File: src/rtl/fpu_test_pkg.sv
// -----------------------------------------------------------------------------
// fpu_test_pkg
// Shared definitions for the FPU board-level test sequencer:
//   - seq_state_e         : sequencer FSM states
//   - TIMEOUT_RESULT      : value latched for display when the FPU never answers
//   - DEFAULT_NUM_VECTORS : default depth of the operand-pair table
// -----------------------------------------------------------------------------
package fpu_test_pkg;

    typedef enum logic [1:0] {
        IDLE  = 2'd0,
        ISSUE = 2'd1,
        WAIT  = 2'd2,
        SHOW  = 2'd3
    } seq_state_e;

    localparam logic [31:0] TIMEOUT_RESULT      = 32'hFFFF_FFFF;
    localparam int          DEFAULT_NUM_VECTORS = 10;

endpackage

File: src/rtl/btn_debounce.sv
// -----------------------------------------------------------------------------
// btn_debounce
// Turns a raw, bouncing, asynchronous push-button level into a single
// one-cycle strobe per accepted press.
//
// Ports:
//   clk       in   system clock, rising edge
//   rst       in   synchronous, active-high reset (clears debounced level)
//   btn_raw   in   asynchronous button level, active-high
//   btn_pulse out  one-cycle strobe on the debounced rising edge
//
// Latency for a clean press: 2 synchroniser cycles + DEBOUNCE_CYCLES stable
// cycles + 1 edge-detect register = DEBOUNCE_CYCLES+3 cycles.
// -----------------------------------------------------------------------------
module btn_debounce #(
    parameter int DEBOUNCE_CYCLES = 250000
) (
    input  logic clk,
    input  logic rst,
    input  logic btn_raw,
    output logic btn_pulse
);

    localparam int CNT_W = (DEBOUNCE_CYCLES > 1) ? $clog2(DEBOUNCE_CYCLES) : 1;
    localparam logic [CNT_W-1:0] CNT_LAST = CNT_W'(DEBOUNCE_CYCLES - 1);

    logic             sync1_q;
    logic             sync2_q;
    logic             level_q;
    logic             level_dly_q;
    logic             pulse_q;
    logic [CNT_W-1:0] cnt_q;

    always_ff @(posedge clk) begin
        if (rst) begin
            sync1_q     <= 1'b0;
            sync2_q     <= 1'b0;
            level_q     <= 1'b0;
            level_dly_q <= 1'b0;
            pulse_q     <= 1'b0;
            cnt_q       <= '0;
        end else begin
            sync1_q <= btn_raw;
            sync2_q <= sync1_q;

            // Any cycle where the synchronised level agrees with the accepted
            // level restarts the stability window, so bounces never accumulate.
            if (sync2_q == level_q) begin
                cnt_q <= '0;
            end else if (cnt_q == CNT_LAST) begin
                level_q <= sync2_q;
                cnt_q   <= '0;
            end else begin
                cnt_q <= cnt_q + 1'b1;
            end

            // Rising edge only: a held button gives one strobe, release gives none.
            level_dly_q <= level_q;
            pulse_q     <= level_q & ~level_dly_q;
        end
    end

    assign btn_pulse = pulse_q;

endmodule

File: src/rtl/fpu_test_sequencer.sv
// -----------------------------------------------------------------------------
// fpu_test_sequencer
// Steps the FPU through the stored operand-pair table, one vector per button
// press: addresses the operand table, issues a one-cycle start, waits for
// completion with a timeout, and latches the result for display.
//
// Ports:
//   clk        in   system clock, rising edge
//   rst        in   synchronous, active-high reset
//   btn_raw    in   raw push-button level (debounced internally)
//   vec_idx    out  operand table address (table reads combinationally)
//   fpu_start  out  one-cycle start strobe to the FPU
//   fpu_done   in   one-cycle FPU completion strobe
//   fpu_result in   FPU result, valid while fpu_done=1
//   result     out  latched result for display
//   timeout    out  1 when the latched result came from a timeout
//   busy       out  1 in IDLE, ISSUE and WAIT; 0 in SHOW
// -----------------------------------------------------------------------------
module fpu_test_sequencer
    import fpu_test_pkg::*;
#(
    parameter int NUM_VECTORS     = DEFAULT_NUM_VECTORS,
    parameter int IDX_W           = 4,
    parameter int DEBOUNCE_CYCLES = 250000,
    parameter int TIMEOUT_CYCLES  = 64
) (
    input  logic             clk,
    input  logic             rst,
    input  logic             btn_raw,
    output logic [IDX_W-1:0] vec_idx,
    output logic             fpu_start,
    input  logic             fpu_done,
    input  logic [31:0]      fpu_result,
    output logic [31:0]      result,
    output logic             timeout,
    output logic             busy
);

    localparam int WCNT_W = (TIMEOUT_CYCLES > 1) ? $clog2(TIMEOUT_CYCLES) : 1;
    localparam logic [WCNT_W-1:0] WCNT_LAST = WCNT_W'(TIMEOUT_CYCLES - 1);
    localparam logic [IDX_W-1:0]  IDX_LAST  = IDX_W'(NUM_VECTORS - 1);

    seq_state_e        state_q;
    logic [IDX_W-1:0]  idx_q;
    logic [IDX_W-1:0]  idx_next_d;
    logic              start_q;
    logic [31:0]       result_q;
    logic              timeout_q;
    logic              busy_q;
    logic [WCNT_W-1:0] wait_cnt_q;
    logic              btn_pulse;

    btn_debounce #(
        .DEBOUNCE_CYCLES(DEBOUNCE_CYCLES)
    ) u_debounce (
        .clk      (clk),
        .rst      (rst),
        .btn_raw  (btn_raw),
        .btn_pulse(btn_pulse)
    );

    // Table index with wrap at the last stored vector.
    always_comb begin
        idx_next_d = idx_q + 1'b1;
        if (idx_q == IDX_LAST) begin
            idx_next_d = '0;
        end
    end

    // All outputs are registered; each is set on the transition into the
    // state where it must be valid so it lines up exactly with that state.
    always_ff @(posedge clk) begin
        if (rst) begin
            state_q    <= IDLE;
            idx_q      <= '0;
            start_q    <= 1'b0;
            result_q   <= 32'h0;
            timeout_q  <= 1'b0;
            busy_q     <= 1'b1;
            wait_cnt_q <= '0;
        end else begin
            start_q <= 1'b0;
            case (state_q)
                // One settle cycle for the operand table after an index change.
                IDLE: begin
                    start_q <= 1'b1;
                    state_q <= ISSUE;
                end
                ISSUE: begin
                    wait_cnt_q <= '0;
                    state_q    <= WAIT;
                end
                // A done arriving on the terminal count still wins.
                WAIT: begin
                    if (fpu_done) begin
                        result_q  <= fpu_result;
                        timeout_q <= 1'b0;
                        busy_q    <= 1'b0;
                        state_q   <= SHOW;
                    end else if (wait_cnt_q == WCNT_LAST) begin
                        result_q  <= TIMEOUT_RESULT;
                        timeout_q <= 1'b1;
                        busy_q    <= 1'b0;
                        state_q   <= SHOW;
                    end else begin
                        wait_cnt_q <= wait_cnt_q + 1'b1;
                    end
                end
                // Presses outside SHOW are simply not looked at, hence dropped.
                SHOW: begin
                    if (btn_pulse) begin
                        idx_q   <= idx_next_d;
                        busy_q  <= 1'b1;
                        state_q <= IDLE;
                    end
                end
                default: begin
                    state_q <= IDLE;
                end
            endcase
        end
    end

    assign vec_idx   = idx_q;
    assign fpu_start = start_q;
    assign result    = result_q;
    assign timeout   = timeout_q;
    assign busy      = busy_q;

endmodule
File: config.mk
export PLATFORM = sky130hd
export DESIGN_NAME = fpu_test_sequencer
export DESIGN_NICKNAME = d
export VERILOG_FILES = /design/src/rtl/fpu_test_pkg.sv /design/src/rtl/btn_debounce.sv /design/src/rtl/fpu_test_sequencer.sv
export SDC_FILE = /design/constraint.sdc
export NUM_CORES = 1
export LEC_CHECK = 0
export CORE_MARGIN = 1.5
export CORE_UTILIZATION = 35
export DETAILED_ROUTE_END_ITERATION = 12
export MAX_ROUTING_LAYER = met4
export SKIP_CTS_REPAIR_TIMING = 1
export SYNTH_ARGS = -nofsm -noshare
export SYNTH_HDL_FRONTEND = slang
export SYNTH_SLANG_ARGS = --single-unit
File: constraint.sdc
create_clock -name clk -period 1.9 [get_ports clk]
set_input_delay 0.38 -clock clk [delete_from_list [all_inputs] [get_ports clk]]
set_output_delay 0.38 -clock clk [all_outputs]
set_load 0.1 [all_outputs]
==> metrics.txt, run 1 <==
status finished, final reports clean; top-area cell type share of the netlist area 50.59%; Die X 91.97 um; first-pass GRT wire length between 9 and 10 mm; most frequent cells in the layout dfxtp_1 (70), buf_4 (49), clkdlybuf4s50_1 (35), o221a_2 (32), nor2_1 (28); Buf+Inv Stages, Crit Path 0; I/O Buffers 74; fill count 722; average instance area after synthesis 10.45 um2; CP cell instances nand4_4 -> or4_4 -> or3_1 -> a21oi_1; Worst Setup EP u_debounce.cnt_q[17]; fin cells 459; leading post-synthesis cells by cell area dfxtp_1 (51%), o221a_2 (13%), xnor2_1 (4.1%); LEAKAGE 1.511 nW; DRC Markers 0; most common cell after layout, fill and taps aside dfxtp_1; EDFF count, synth 0; Critical R2R Launch u_debounce.cnt_q[2]; P_sw 1.921 mW; Detailed Route WL 6.072 mm; Int Power around 2.8 mW; clock tree root driver cell clkbuf_8; H-tree levels 3; logic gate share of total power a little over a third; top achievable clock speed between 500 and 600 MHz; crit path kind register to register; Placed Area 3691 um2; Pwr per Cell Area 1216 nW/um2; Crit path arrival time 1990 ps; row count 32; nets 394; sequential share of the synthesized area 50.59%; Worst Max-Slew Pin Slew 346.2 ps; GRT Total Usage around 15%; startpoint types register; RR Endpoint u_debounce.cnt_q[17]; TritonCTS Buffers 9; vias in the first global route ~2100; clock sinks 70; TritonRoute pass-1 iters 4; design area 3914 um2; starting density of the core between 30% and 40%; Crit path max-delay family simple AND/OR/NAND/NOR gates; # setup viols final 0; final-report hold violation count 0; DR vias/cell 4.943; Slew Viols, Final 0; total number of vias about 2300; pre-CTS setup slack between 80 and 90 ps; ratio of cells with drive above 1 in the final layout 32.21%; worst-skew pair later-pin latency 340 ps; WL/cell 13.23 um; Clock Skews 12.01 ps; area delta synth->final 41.28%; RSZ-0062 raised after global routing false; min-delay src u_debounce.level_dly_q; global route total overflow 0; final core utilization 50.91%; initial antenna violation count 0; maximum VDD drop 543.4 uV; Post-Syn Instances around 270; Pwr Total around 4.8 mW; period utilization 90.72%; nature of the critical path endpoint register; DP Cell Count about 440; crit path from u_debounce.cnt_q[2]; Max clock buf depth 2; slew margin rel. 76.92%; Synth cell types 39; slowest stage cell, crit path or4_4; clock share of power 27.8%; HPWL after DPL 4.189 mm; # diodes 0; largest stage delay on the critical path between 500 and 600 ps; critical path data required time 2170 ps; CTS tree built; ys async rst share 0%; synth warn 0; Syn Std Cell Area 2770 um2; largest area contributor in the netlist dfxtp_1; sequential power share 36.1%; Core Region 7687 um2; largest net degree at the start of global routing 35; DRT antenna net count 0; minimum clock period about 1700 ps; reg2reg setup slack 180 ps; final hold slack 392.8 ps; Die Span Y 91.97 um; setup tns final 0 ps; num ports 75; flops & latches, synth 70; Clock transition at path regs 80 ps; CP Max Fanout 6; Die ar. 8458 um2; Max-cap violations 0; worst hold-check path type register to register; Primary FF master, synth dfxtp_1; syn_nets 307; RD Place Congestion 0.7711; DRT iter0 DRCs 89; Worst path depth 4; path depth of the worst reg2reg path 4; Sw Share 40.37%; post-route setup slack 176.4 ps
-- routing by layer --
| layer | vias up | track usage, % | share of wire [%] |
|---|---|---|---|
| met4 | 0 | 6.026 | 1.4 |
| met3 | 9 | 4.229 | 3.7 |
| met5 | - | - | 0 |
| li1 | 1152 | - | - |
| met1 | 1065 | 18.55 | 48 |
| met2 | 43 | 23.52 | 47 |
-- cell families after synthesis --
logic type / count (synthesis) / share of synthesized area (%)
AND/OR/NAND/NOR: 87 / 17.30
flip-flops: 70 / 50.59
AO/OA/AOI/OAI: 59 / 19.56
buffers and inverters: 24 / 3.658
XOR/XNOR: 16 / 5.059
adder cells (fa/ha/maj): 6 / 2.710
multiplexers: 3 / 1.129
-- how the worst min path moves through the flow --
stage	endpoint	cells past startpoint	slack, ps
2_1_floorplan	u_debounce.btn_pulse	1	370
5_1_grt	u_debounce.btn_pulse	1	410
6_report	u_debounce.btn_pulse	1	390
3_5_place_dp	u_debounce.btn_pulse	1	380
4_1_cts	u_debounce.btn_pulse	1	400
3_3_place_gp	u_debounce.btn_pulse	1	370
-- state kept, by name (all words and copies together), names as in the netlist --
signal and flops:
result 32, u_debounce.cnt_q 18, wait_cnt_q 6, vec_idx 4, state_q 2, busy 1, fpu_start 1, timeout 1
u_debounce.btn_pulse 1, u_debounce.level_dly_q 1, u_debounce.level_q 1, u_debounce.sync1_q 1, u_debounce.sync2_q 1
-- layout make-up --
cell class,instances,area [um2],share of cell area (%)
Multi-Input combinational cell,171,1270,32.45
Inverter,9,33.78,0.8632
Sequential cell,70,1401,35.81
Timing Repair Buffer,91,858.3,21.93
Clock buffer,9,123.9,3.165
Tap cell,102,127.6,3.261
Clock inverter,7,98.84,2.526
-- cells in the mapped netlist, types with 2 or more instances --
cell type	number
dfxtp_1	70
o221a_2	32
nor2_1	28
xnor2_1	13
nand2_1	11
a21oi_1	10
clkbuf_1	10
nand3_1	10
inv_1	9
nor3_1	7
ha_1	6
nor2b_1	6
a31oi_1	4
nand2b_1	4
o21ai_0	4
a211oi_1	3
buf_2	3
nor4_1	3
xor2_1	3
a41o_1	2
and3b_1	2
mux2i_1	2
nand3_2	2
nand4_1	2
nor3b_1	2
nor4b_1	2
or3_1	2
or4_4	2
-- power by group through the flow --
| stage | Combinational [mW] | Clock (mW) | Sequential (mW) |
|---|---|---|---|
| 2_1_floorplan | 0.369 | 0 | 2.68 |
| 3_3_place_gp | 1.71 | 0 | 1.74 |
| 3_5_place_dp | 1.72 | 0 | 1.75 |
| 4_1_cts | 1.72 | 1.35 | 1.72 |
| 5_1_grt | 1.78 | 1.44 | 1.74 |
| 6_report | 1.72 | 1.32 | 1.72 |
No activity file was read; power rests on OpenSTA's default activity.
==> inputs of run 2 (changes only) <==
--- a/config.mk
+++ b/config.mk
@@ -5,8 +5,10 @@
 export SDC_FILE = /design/constraint.sdc
 export NUM_CORES = 1
 export LEC_CHECK = 0
+export ABC_AREA = 1
 export CORE_MARGIN = 1.5
 export CORE_UTILIZATION = 35
+export CTS_BUF_LIST = sky130_fd_sc_hd__clkbuf_4 sky130_fd_sc_hd__clkbuf_8
 export DETAILED_ROUTE_END_ITERATION = 12
 export MAX_ROUTING_LAYER = met4
 export SKIP_CTS_REPAIR_TIMING = 1
==> run 2 against run 1 <==
Against the previous run:
- clock skew down 5.4 ps
- total power up 5.4%
- flip-flop and latch count unchanged
- non-clock buffer count is 12 lower
- global-route usage is 1.5 points higher
- sequential share of layout area is 1.0 points lower
- first-iteration DRC count is 57% higher
- clock power up 13%
- hold slack better by 2.5 ps
- synthesized area increased by 8.0%
- combinational power increased by 4%
- fmax grew 6.9%
==> metrics.txt, run 2 <==
GRT Total Usage 16.68% (+1.5 points); num ports 75 (unchanged); Int Power 2.965 mW (+4.5%); starting density of the core 36.24% (+0.21 points); Slew Viols, Final 0 (unchanged); Die Span Y 95.47 um (+3.8%); largest area contributor in the netlist dfxtp_1; worst hold-check path type register to register; most common cell after layout, fill and taps aside dfxtp_1; fin cells 592 (+29%); clock tree root driver cell clkbuf_8; WL/cell 11.80 um (-11%); nets 524 (+33%); RD Place Congestion 0.8643 (+12%); RR Endpoint result[1]; critical path data required time 2160 ps (about the same); # diodes 0 (unchanged); CTS tree built; Post-synth top cells dfxtp_1 (70), inv_1 (66), nand2_1 (63); fill count 857 (+19%); Detailed Route WL 6.983 mm (+15%); DRT antenna net count 0 (unchanged); DP Cell Count 576 (+30%); ratio of cells with drive above 1 in the final layout 17.25% (-15 points); synth warn 0 (unchanged); crit path kind register to register; CP cell instances ha_1 -> nand2_1 -> nor2_2 -> nand2_1 -> nand2_1 -> nand2_2 -> buf_4 -> a21oi_1; final core utilization 48.82% (-2.1 points); max reg flops 32 (unchanged); initial antenna violation count 0 (unchanged); most frequent cells in the layout dfxtp_1 (70), inv_1 (66), nand2_1 (63), a21oi_1 (54), o21ai_0 (45); Die X 95.47 um (+3.8%); DRT iter0 DRCs 140 (+57%); EDFF count, synth 0 (unchanged); nature of the critical path endpoint register; final-report hold violation count 0 (unchanged); top-area cell type share of the netlist area 46.82% (-3.8 points); area delta synth->final 34.70%; slowest stage cell, crit path dfxtp_1; syn_nets 447 (+46%); DRC Markers 0 (unchanged); Synth cell types 25 (-36%); Worst Setup EP result[1]; sequential share of the synthesized area 46.82% (-3.8 points); logic gate share of total power 35.7% (-0.4 points); Post-Syn Instances 405 (+53%); reg2reg setup slack 290 ps (+110 ps); Pwr per Cell Area 1244 nW/um2 (+2.3%); LEAKAGE 1.519 nW (+0.50%); startpoint types register; Pwr Total 5.014 mW (+5.4%); worst-skew pair later-pin latency 330 ps (about the same); Clock transition at path regs 70 ps (about the same); clock share of power 29.7% (+1.9 points); CP Max Fanout 33 (+27); total number of vias 2717 (+20%); most numerous cell on the critical path nand2_1; Syn Std Cell Area 2993 um2 (+8.0%); TritonCTS Buffers 9 (unchanged); average instance area after synthesis 7.390 um2 (-29%); leading post-synthesis cells by cell area dfxtp_1 (47%), a21oi_1 (9.0%), inv_1 (8.3%); Critical R2R Launch wait_cnt_q[0]; setup tns final 0 ps (unchanged); DR vias/cell 4.590 (-7.2%); Max clock buf depth 2 (unchanged); Crit path arrival time 1880 ps (-110 ps); Worst Max-Slew Pin Slew 375.1 ps (+28.93 ps); first-pass GRT wire length 11.47 mm (+16%); Primary FF master, synth dfxtp_1; flops & latches, synth 70 (unchanged); maximum VDD drop 661.4 uV (+22%); Max-cap violations 0 (unchanged); # setup viols final 0 (unchanged); crit path from wait_cnt_q[0]; pre-CTS setup slack 196.1 ps (+111.5 ps); Clock Skews 6.564 ps (-5.444 ps); sequential power share 34.6% (-1.5 points); largest stage delay on the critical path 420 ps (-160 ps); Sw Share 40.86% (+0.49 points); TritonRoute pass-1 iters 4 (unchanged); clock sinks 70 (unchanged); P_sw 2.049 mW (+6.6%); Die ar. 9115 um2 (+7.8%); most frequent cell after synthesis dfxtp_1; period utilization 84.89% (-5.8 points); minimum clock period 1613 ps (-110.8 ps); I/O Buffers 74 (unchanged); ys async rst share 0% (unchanged); largest net degree at the start of global routing 41 (+17%); RSZ-0062 raised after global routing false; status finished, final reports clean; post-route setup slack 287.2 ps (+110.8 ps); slew margin rel. 74.99% (-1.9 points); top achievable clock speed 620.0 MHz (+6.9%); global route total overflow 0 (unchanged); HPWL after DPL 4.951 mm (+18%); H-tree levels 3 (unchanged); row count 33 (+3.1%); Core Region 8258 um2 (+7.4%); vias in the first global route 2531 (+20%); path depth of the worst reg2reg path 8 (+4)
## run 2: changes by cell type in the layout (fill, tap and decap cells not counted), moves of 9 or more
| cell | delta |
|---|---|
| inv_1 | +57 |
| o221a_2 | -32 |
| xnor2_1 | -10 |
| nor2_2 | +9 |
| nand2_1 | +52 |
| a21oi_1 | +44 |
| o21ai_0 | +41 |
## run 2: critical path, delay by kind of cell, from the launching register on
kind	cells	cell delay (ps)
AOI/OAI and AO/OA	1	190
adders and majority gates	1	210
buffers and inverters	1	240
DFF	1	420
and+or+nand+nor	5	460
## run 2: routing by layer
| metal | GRT usage, % | vias to the layer above | wire length (um) |
|---|---|---|---|
| met3 | 5.183 | 14 | 319 |
| met1 | 20.15 | 1209 | 3287 |
| met5 | - | - | 0 |
| li1 | - | 1442 | - |
| met2 | 25.71 | 52 | 3217 |
| met4 | 6.863 | 0 | 159 |
## run 2: through the flow
step	instance area [um2]	hold slack, ps
after floorplan	2993	372.8
after global placement	3770	385.2
after detailed placement	3770	388.9
after CTS	4026	401.3
after global routing	4031	403.2
final	4031	395.3
## run 2: power by group through the flow
stage | combinational (mW) | clock [mW] | sequential [mW]
global placement | 1.79 | 0 | 1.76
CTS | 1.80 | 1.54 | 1.74
finish | 1.79 | 1.49 | 1.74
detailed placement | 1.79 | 0 | 1.77
floorplan | 0.332 | 0 | 2.83
global route | 1.89 | 1.59 | 1.76
## run 2: cell type report
cell class | count | area, um2 | share of cell area, %
sequential | 70 | 1401 | 34.76
multi-input combinational | 251 | 1257 | 31.19
timing repair buffer | 79 | 718.2 | 17.82
inverter | 71 | 266.5 | 6.611
clock buffer | 11 | 151.4 | 3.755
tap | 105 | 131.4 | 3.259
clock inverter | 5 | 105.1 | 2.607
## run 2: cell families (layout without fill, tap and decap cells)
group / after synthesis / in the layout / share of synthesized area, %
AOI/OAI and AO/OA: 104 / 104 / 17.98
xor gates and xnor gates: 4 / 4 / 1.171
adders and majority gates: 6 / 6 / 2.508
buffers and inverters: 84 / 166 / 11.33
DFF: 70 / 70 / 46.82
and+or+nand+nor: 137 / 137 / 20.19
## run 2: worst min-delay path by stage
stage / from / to / slack (ps) / cells after the start
finish: u_debounce.level_dly_q / u_debounce.btn_pulse / 400 / 1
floorplan: u_debounce.level_dly_q / u_debounce.btn_pulse / 370 / 1
CTS: u_debounce.level_dly_q / u_debounce.btn_pulse / 400 / 1
global placement: u_debounce.level_dly_q / u_debounce.btn_pulse / 390 / 1
global route: u_debounce.level_dly_q / u_debounce.btn_pulse / 400 / 1
detailed placement: u_debounce.level_dly_q / u_debounce.btn_pulse / 390 / 1
==> inputs of run 3 (changes only) <==
==> constraint.sdc (replaced) <==
create_clock -name clk -period 1.4 [get_ports clk]
set_input_delay 0.28 -clock clk [delete_from_list [all_inputs] [get_ports clk]]
set_output_delay 0.28 -clock clk [all_outputs]
set_load 0.1 [all_outputs]
==> run 3 against run 2 <==
Against the previous run:
- non-clock buffer count increased by 18
- worst setup slack got worse by 240 ps
- combinational power increased by 77%
- global-route usage decreased by 0.17 points
- clock power increased by 10%
- critical path type unchanged
- highest routed layer unchanged
==> metrics.txt, run 3 (synthesis results as in run 2) <==
most frequent cells in the layout inv_1 (64), dfxtp_1 (62), nand2_1 (59), a21oi_1 (45), buf_12 (41); Slew Viols, Final 0 (unchanged); Max clock buf depth 2 (unchanged); first-pass GRT wire length 11.39 mm (-0.72%); H-tree levels 3 (unchanged); met3 WL 325 um (+1.9%); LEAKAGE 1.791 nW (+18%); final-report hold violation count 0 (unchanged); slew margin rel. 74.56% (-0.44 points); TritonRoute pass-1 iters 5 (+1); CP cell instances ha_4 -> nand2_4 -> nor2_4 -> nand2_2 -> nand2_2 -> nand2_4 -> clkbuf_16 -> a21oi_1; row count 33 (unchanged); fill count 724 (-16%); WL/cell 13.13 um (+11%); DR vias/cell 4.730 (+3.1%); Buf+Inv Stages, Crit Path 1 (unchanged); Crit path max-delay family simple AND/OR/NAND/NOR gates; maximum VDD drop 798.8 uV (+21%); num ports 75 (unchanged); RD Place Congestion 0.8522 (-1.4%); Clock Skews 9.785 ps (+3.222 ps); period utilization 96.65% (+12 points); clock tree root driver cell clkbuf_8; I/O Buffers 74 (unchanged); crit path kind register to register; WL met1 3.607 mm (+9.7%); reg2reg setup slack 50 ps (-240 ps); ratio of cells with drive above 1 in the final layout 26.63% (+9.4 points); most common cell after layout, fill and taps aside inv_1; minimum clock period 1353 ps (-259.7 ps); path depth of the worst reg2reg path 8 (unchanged); worst-skew pair later-pin latency 350 ps (+20 ps); Pwr per Cell Area 1509 nW/um2 (+21%); min-delay src u_debounce.level_dly_q; starting density of the core 36.24% (unchanged); area delta synth->final 60.83%; slowest stage cell, crit path dfxtp_2; GRT Total Usage 16.50% (-0.17 points); Die ar. 9115 um2 (unchanged); total number of vias 2895 (+6.6%); startpoint types register; max reg flops 32 (unchanged); largest stage delay on the critical path 360 ps (-60 ps); initial antenna violation count 0 (unchanged); Critical R2R Launch wait_cnt_q[1]; post-route setup slack 46.88 ps (-240.3 ps); RR Endpoint result[5]; vias in the first global route 2518 (-0.51%); global route total overflow 0 (unchanged); DRC Markers 0 (unchanged); hold path endpoint u_debounce.btn_pulse; # setup viols final 0 (unchanged); nature of the critical path endpoint register; HPWL after DPL 5.246 mm (+6.0%); top achievable clock speed 739.0 MHz (+19%); nets 544 (+3.8%); Die Span Y 95.47 um (unchanged); Clock transition at path regs 80 ps (about the same); top sig layer met4; Hold Crit Depth 1 (unchanged); CP Max Fanout 8 (-76%); Pwr Total 7.262 mW (+45%); DRT iter0 DRCs 109 (-22%); CTS tree built; setup tns final 0 ps (unchanged); Max-cap violations 0 (unchanged); DRT antenna net count 0 (unchanged); clock sinks 70 (unchanged); RSZ-0062 raised after global routing true; Crit path arrival time 1630 ps (-250 ps); Core Region 8258 um2 (unchanged); TritonCTS Buffers 9 (unchanged); # diodes 0 (unchanged); critical path data required time 1680 ps (-480 ps); pre-CTS setup slack -192.4 ps (-388.5 ps); worst hold-check path type register to register; status finished, final reports clean; Worst Max-Slew Pin Slew 380.8 ps (+5.709 ps); Detailed Route WL 8.033 mm (+15%); largest net degree at the start of global routing 41 (unchanged); metal2 WL 3.960 mm (+23%); Die X 95.47 um (unchanged)
-- run 3: power breakdown --
group | total, mW | leakage [nW] | internal, mW | switching [mW]
clock | 1.64 | 0.102 | 0.865 | 0.779
sequential | 2.46 | 0.571 | 2.23 | 0.231
combinational | 3.16 | 1.12 | 1.15 | 2.01
-- run 3: worst max-delay path by stage --
| stage | cells after the start | from | slack (ps) | endpoint |
|---|---|---|---|---|
| after CTS | 9 | wait_cnt_q[0] | -90 | state_q[1] |
| after detailed placement | 6 | rst | -190 | u_debounce.cnt_q[2] |
| after global placement | 6 | rst | -140 | u_debounce.cnt_q[2] |
| final | 8 | wait_cnt_q[1] | 50 | result[5] |
| after global routing | 8 | u_debounce.cnt_q[1] | -30 | u_debounce.cnt_q[5] |
| after floorplan | 9 | u_debounce.cnt_q[0] | 20 | u_debounce.cnt_q[6] |
-- run 3: cell type report --
cell class	instances	area (um2)	area share [%]
clock buffer	10	137.6	2.859
clock inverter	6	61.31	1.274
inverter	71	266.5	5.537
multi-input combinational	253	1438	29.87
sequential	70	1411	29.32
tap	105	131.4	2.729
timing repair buffer	97	1368	28.41
-- run 3: per-stage QoR --
stage / util (%) / hold WS (ps) / std cells / instance area [um2]
after CTS: 55.08 / 392.7 / 605 / 4548
final: 58.29 / 391.8 / 612 / 4813
after global routing: 58.29 / 412.2 / 612 / 4813
after global placement: 52.67 / 381.0 / 589 / 4349
after detailed placement: 52.67 / 385.6 / 589 / 4349
after floorplan: - / 372.8 / 405 / 2999
-- run 3: worst reg2reg max path, stage by stage (launching register included) --
cell       delay, ps
dfxtp_2          360
ha_4             160
nand2_4           60
nor2_4           120
nand2_2           90
nand2_2           80
nand2_4          100
clkbuf_16        190
a21oi_1          130
-- run 3: metal layers --
layer,vias to the layer above,track usage [%]
met1,1332,20.29
met2,63,26.60
met4,0,5.760
met5,-,-
met3,13,3.668
li1,1487,-
==> variant 1, RTL diff (flow settings as in run 3) <==
Set the parameter `TIMEOUT_CYCLES` to 128 (it was 64).
--- a/src/rtl/fpu_test_sequencer.sv
+++ b/src/rtl/fpu_test_sequencer.sv
@@ -23,5 +23,5 @@
     parameter int IDX_W           = 4,
     parameter int DEBOUNCE_CYCLES = 250000,
-    parameter int TIMEOUT_CYCLES  = 64
+    parameter int TIMEOUT_CYCLES  = 128
 ) (
     input  logic             clk,
Formal check against the unedited RTL: same outputs for any inputs over 10 cycles, from zero or initial values and one cycle with rst high; that may be too few to reach the edited logic, so the function may still have changed.
==> variant 1 against run 3 <==
  * Global-route usage increased by 0.76 points
  * Synthesized area increased by 1.1%
  * Final area decreased by 0.39%
  * Via count decreased by 1.1%
  * Power decreased by 0.64%
  * Setup slack improved by 0.0096 ns
  * Largest power group unchanged
  * Non-clock buffer count increased by 1
  * Routed wire length decreased by 7.2%
  * Critical endpoint is now u_debounce.cnt_q[8]$_SDFF_PP0_
  * Sequential share of layout area increased by 0.58 points
  * Sequential cell count increased by 1
==> variant 1: results (changes against run 3) <==
Parameter                              Value

Yosys
  Cell types with the largest area share after synthesis    dfxtp_1, a21oi_1, inv_1, o21ai_0, nand2_1
  Commonest cells in the netlist    dfxtp_1, inv_1, nand2_1
  Sequential share of the synthesized area    0.4698 (+0.001582)
  Count of different cell masters after synthesis    24 (-4.0%)
  Post-Synthesis Net Count    448 (+0.22%)
  Synth Warn #    0 (unchanged)
  Share of async-settable or async-resettable flops after synthesis    0 (unchanged)

Place
  Worst setup timing slack at the placement stage    -0.04736 ns (+0.1450 ns)
  GP Congestion    0.8731 (+2.5%)
  Hpwl dp    5.310 mm (+1.2%)
  Post-place instance area    4439 sq um (+2.1%)
  Number of port buffers    74 (unchanged)

Timing
  WHS    0.3926 ns (+0.0007590 ns)
  Post-Route Skew    0.01011 ns (+0.0003276 ns)
  Post-layout min period    1.344 ns (-0.009582 ns)
  Final setup viols    0 (unchanged)
  Slew @ Worst Pin    0.3883 ns (+0.007473 ns)

Clock network
  Clock-pin slew of the registers on the worst-case setup and hold paths    0.08 ns (about the same)
  Number of H-tree levels    3 (unchanged)
  Longest Clk Path Bufs    2 (unchanged)
  Total clock buffers created by CTS    9 (unchanged)
  Root buf cell    clkbuf_8
  Clock latency of the later-clocked register in the worst-skew pair    0.35 ns (about the same)

Worst setup path
  Destination of the worst register-to-register timing path    u_debounce.cnt_q[8]$_SDFF_PP0_
  Arrival time reported for the critical path endpoint    1.63 ns (about the same)
  Largest driver fanout on the critical path    4 (-4)
  Max stage delay cell, worst path    dfxtp_2
  End point of the critical path    u_debounce.cnt_q[8]$_SDFF_PP0_
  Largest stage delay on the critical path    0.35 ns
  Worst setup path start    u_debounce.cnt_q[1]$_SDFF_PP0_
  Crit. End Element    flip-flop
  CP delay by family, top    simple AND/OR/NAND/NOR gates
  Worst r2r path cells    7 (-1)
  Minimum setup slack among reg-to-reg paths    0.06 ns

Layout
  Final Net Count    545 (+0.18%)
  Flip-flop count of the largest register, all copies and words added    32 (unchanged)
  Fillcell total    750 (+3.6%)
  Total inserted antenna cells    0 (unchanged)
  Share of final-layout standard cells stronger than drive strength 1    0.2559 (-0.01037)

Global route
  Number of global-route vias before repair    2675 (+6.2%)
  Pin count of the biggest net entering global routing    34 (-17%)
  Wire length of the first global-routing pass    11.91 mm (+4.6%)
  Antenna violations before repair    0 (unchanged)
  Total Routing Usage GR    0.1726 (+0.007616)

Routing
  Detailed-route vias per instance    4.669 (-1.3%)
  First DRT Iteration DRCs    84 (-23%)
  Length of the first detailed-routing pass in iterations    4 (-1)
  Average wire per cell in the routed design    12.17 um (-7.3%)

Pwr
  Maximum vdd drop    0.001103 V (+38%)
  Leakage power summed over all cells    1.811 nW (+1.1%)

Hold path
  Hold depth    1 (unchanged)
  HP Class    flip-flop to flip-flop
  Sink of the worst hold path    u_debounce.btn_pulse$_SDFF_PP0_
  Worst min-delay path startpoint    u_debounce.level_dly_q$_SDFF_PP0_

Run status
  Run status    complete, no violations
variant 1: cell types whose count changed in the layout (fill, tap and decap cells not counted), moves of 3 or more:
cell | before | now
a21oi_1 | 45 | 50
nand2_1 | 59 | 51
a21oi_2 | 12 | 6
xor2_1 | 1 | 4
nand3_1 | 15 | 19
inv_2 | 6 | 1
nor2_2 | 9 | 13
inv_1 | 64 | 69
nand2_2 | 4 | 7
variant 1: power by group:
part	leakage, nW	internal (W)	switching, W
Combinational	1.13	0.00112	0.00198
Clock	0.0994	0.000836	0.000791
Sequential	0.580	0.00226	0.000228
Total	1.81	0.00422	0.00300
variant 1: per-stage QoR:
stage | setup TNS [ns] | cells | utilization
floorplan | 0 | 406 | -
global placement | -0.001183 | 594 | 0.5349
detailed placement | -0.5344 | 594 | 0.5349
CTS | -0.5862 | 610 | 0.5581
global route | -0.1438 | 613 | 0.5777
finish | 0 | 613 | 0.5777
variant 1: routing by layer:
layer  global-route usage  wire length (um)  part of all wire  up-vias
met4              0.08456               115             0.015        0
met3              0.03081               264             0.035        9
met5                    -                 0                 0        -
met1               0.2117              3455              0.46     1314
li1                     -                 -                 -     1483
met2               0.2729              3622              0.49       56
variant 1: cell type report:
class,count,area [sq um],share of cell area
inverter,70,262.8,0.05480
timing repair buffer,98,1379,0.2876
clock inverter,6,61.31,0.01279
sequential,71,1434,0.2991
multi-input combinational,253,1395,0.2910
clock buffer,10,131.4,0.02740
tap,105,131.4,0.02740
variant 1: cell families (layout without fill, tap and decap cells):
family,Yosys count,after routing,synth area share
xor+xnor,6,6,0.01737
buf+inv,83,184,0.1108
fa+ha+maj,6,6,0.02481
compound gates,102,102,0.1741
flops,71,71,0.4698
simple gates,138,139,0.2031
==> variant 2, RTL diff (flow settings as in run 3) <==
Made on the original files. Add an input register stage for `btn_raw`, `fpu_done` and `fpu_result`; this delays them by one clock. Comments in the files are not updated.
--- a/src/rtl/fpu_test_sequencer.sv
+++ b/src/rtl/fpu_test_sequencer.sv
@@ -41,4 +41,14 @@
     localparam logic [IDX_W-1:0]  IDX_LAST  = IDX_W'(NUM_VECTORS - 1);
 
+    logic btn_raw_q;
+    logic fpu_done_q;
+    logic [31:0] fpu_result_q;
+
+    always_ff @(posedge clk) begin
+        btn_raw_q    <= btn_raw;
+        fpu_done_q   <= fpu_done;
+        fpu_result_q <= fpu_result;
+    end
+
     seq_state_e        state_q;
     logic [IDX_W-1:0]  idx_q;
@@ -56,5 +66,5 @@
         .clk      (clk),
         .rst      (rst),
-        .btn_raw  (btn_raw),
+        .btn_raw  (btn_raw_q),
         .btn_pulse(btn_pulse)
     );
@@ -93,6 +103,6 @@
                 // A done arriving on the terminal count still wins.
                 WAIT: begin
-                    if (fpu_done) begin
-                        result_q  <= fpu_result;
+                    if (fpu_done_q) begin
+                        result_q  <= fpu_result_q;
                         timeout_q <= 1'b0;
                         busy_q    <= 1'b0;
Formal check against the unedited RTL: not equivalent (Yosys sat finds a counterexample within 4 cycles, from zero or initial values and one cycle with rst high).
==> variant 2 against run 3 <==
  * Maximum frequency decreased by 2.1%
  * Final area up 16%
  * Setup slack got worse by 0.029 ns
  * Routed wire length grew 6.7%
  * Critical path depth stayed put
  * Count of clock-buffer cells in the layout decreased by 1
  * Sequential cell count up 34
  * Synthesized area up 22%
  * Die area grew 22%
  * Power increased by 19%
  * Highest routed layer unchanged
==> variant 2: results (changes against run 3) <==
Parameter                              Value

Yosys
  Synthesized-area fraction occupied by adder cells    0.02050 (-0.004585)
  Synth Warn #    0 (unchanged)
  Commonest cells in the netlist    dfxtp_1, inv_1, nand2_1
  Post-Synthesis Net Count    482 (+7.8%)
  Sequential share of the synthesized area    0.5685 (+0.1003)
  Gate count after technology mapping    440 (+8.6%)
  Post-synthesis compound-gate area fraction    0.1332 (-0.04652)
  Cell types with the largest area share after synthesis    dfxtp_1, a21oi_1, inv_1, nand2_1, o21ai_0
  Synthesized-area fraction occupied by xor and xnor cells    0.01196 (+0.0002520)
  Post-synthesis register bit count    104 (+49%)

Routing
  Detailed-route vias per instance    4.597 (-2.8%)
  Detail Route met2 WL    4.185 mm (+5.7%)
  Via count    3094 (+6.9%)
  Average wire per cell in the routed design    12.73 um (-3.0%)
  Routed length on met3    449 um (+38%)
  Length of the first detailed-routing pass in iterations    4 (-1)
  First DRT Iteration DRCs    115 (+5.5%)

Global route
  Number of global-route vias before repair    2927 (+16%)
  Total Routing Usage GR    0.1529 (-0.01210)
  Wire length of the first global-routing pass    13.28 mm (+17%)
  Pin count of the biggest net entering global routing    40 (-2.4%)

Pwr
  Leakage power summed over all cells    2.062 nW (+15%)
  Maximum vdd drop    0.0007965 V (-0.29%)

Layout
  Inverters    69 (-2.8%)
  Buffering overhead    0.2424 (-0.04175)
  Final Net Count    574 (+5.5%)
  Register fraction of the total cell area    0.3760 (+0.08280)
  Fillcell total    896 (+24%)
  Non-clock buffer total of the final layout    93 (-4.1%)
  Share of final-layout standard cells stronger than drive strength 1    0.2421 (-0.02419)
  Clock distribution area overhead in the final layout    0.03886 (-0.002472)
  Count of multi-input gates    255 (+0.79%)
  Proportion of cell area occupied by multi-input gates    0.2657 (-0.03295)

Run status
  Run status    complete, no violations

Place
  Worst setup timing slack at the placement stage    -0.03830 ns (+0.1541 ns)
  Cell Count Post-Placement    652 (+11%)
  GP Congestion    0.8878 (+4.2%)
  Hpwl dp    5.562 mm (+6.0%)

Timing
  Slew @ Worst Pin    0.3666 ns (-0.01417 ns)
  Post-Route Skew    0.01675 ns (+0.006961 ns)

Clock network
  Total clock buffers created by CTS    9 (unchanged)
  Clock-pin slew of the registers on the worst-case setup and hold paths    0.11 ns (+0.03 ns)

Worst setup path
  Largest stage delay on the critical path    0.37 ns

Hold path
  HP Class    primary input to flip-flop
-- variant 2: changes by cell type after synthesis, moves of 2 or more --
cell / change
nor2_1: +7
nand2_1: -4
a21oi_2: -4
a21oi_1: +2
o21ai_0: -5
nand3b_1: +3
nor2_2: -6
inv_1: +3
nor3_1: +5
nand3_1: +2
dfxtp_1: +34
inv_2: -4
-- variant 2: stage by stage --
stage               utilization  hold WS [ns]  area, sq um
floorplan                     -        0.3077         3671
global placement         0.4943        0.3770         5057
detailed placement       0.4943        0.3824         5057
CTS                      0.5155        0.3235         5274
global route             0.5445        0.3195         5570
finish                   0.5445        0.3470         5570
-- variant 2: power breakdown --
| group | switching (W) | total, W | internal, W | leakage [nW] |
|---|---|---|---|---|
| Clock | 0.00109 | 0.00197 | 0.000877 | 0.109 |
| Combinational | 0.00204 | 0.00322 | 0.00119 | 1.09 |
| Sequential | 0.000243 | 0.00348 | 0.00324 | 0.859 |
| Total | 0.00337 | 0.00868 | 0.00530 | 2.06 |
-- variant 2: layer usage --
metal	vias up	track usage
met3	13	0.03772
met2	67	0.2526
met5	-	-
met4	0	0.06751
li1	1591	-
met1	1423	0.1763
-- variant 2: worst paths after layout --
| check | slack [ns] | from | depth (start not counted) | to |
|---|---|---|---|---|
| setup / recovery | 0.02 | wait_cnt_q[1]$_SDFFE_PP0P_ | 8 | result[7]$_SDFFE_PP0P_ |
| hold / removal | 0.35 | fpu_result[18] | 1 | fpu_result_q[18]$_DFF_P_ |
| setup reg to reg | 0.02 | wait_cnt_q[1]$_SDFFE_PP0P_ | 8 | result[7]$_SDFFE_PP0P_ |
| hold reg to reg | 0.39 | u_debounce.level_dly_q$_SDFF_PP0_ | 1 | u_debounce.btn_pulse$_SDFF_PP0_ |
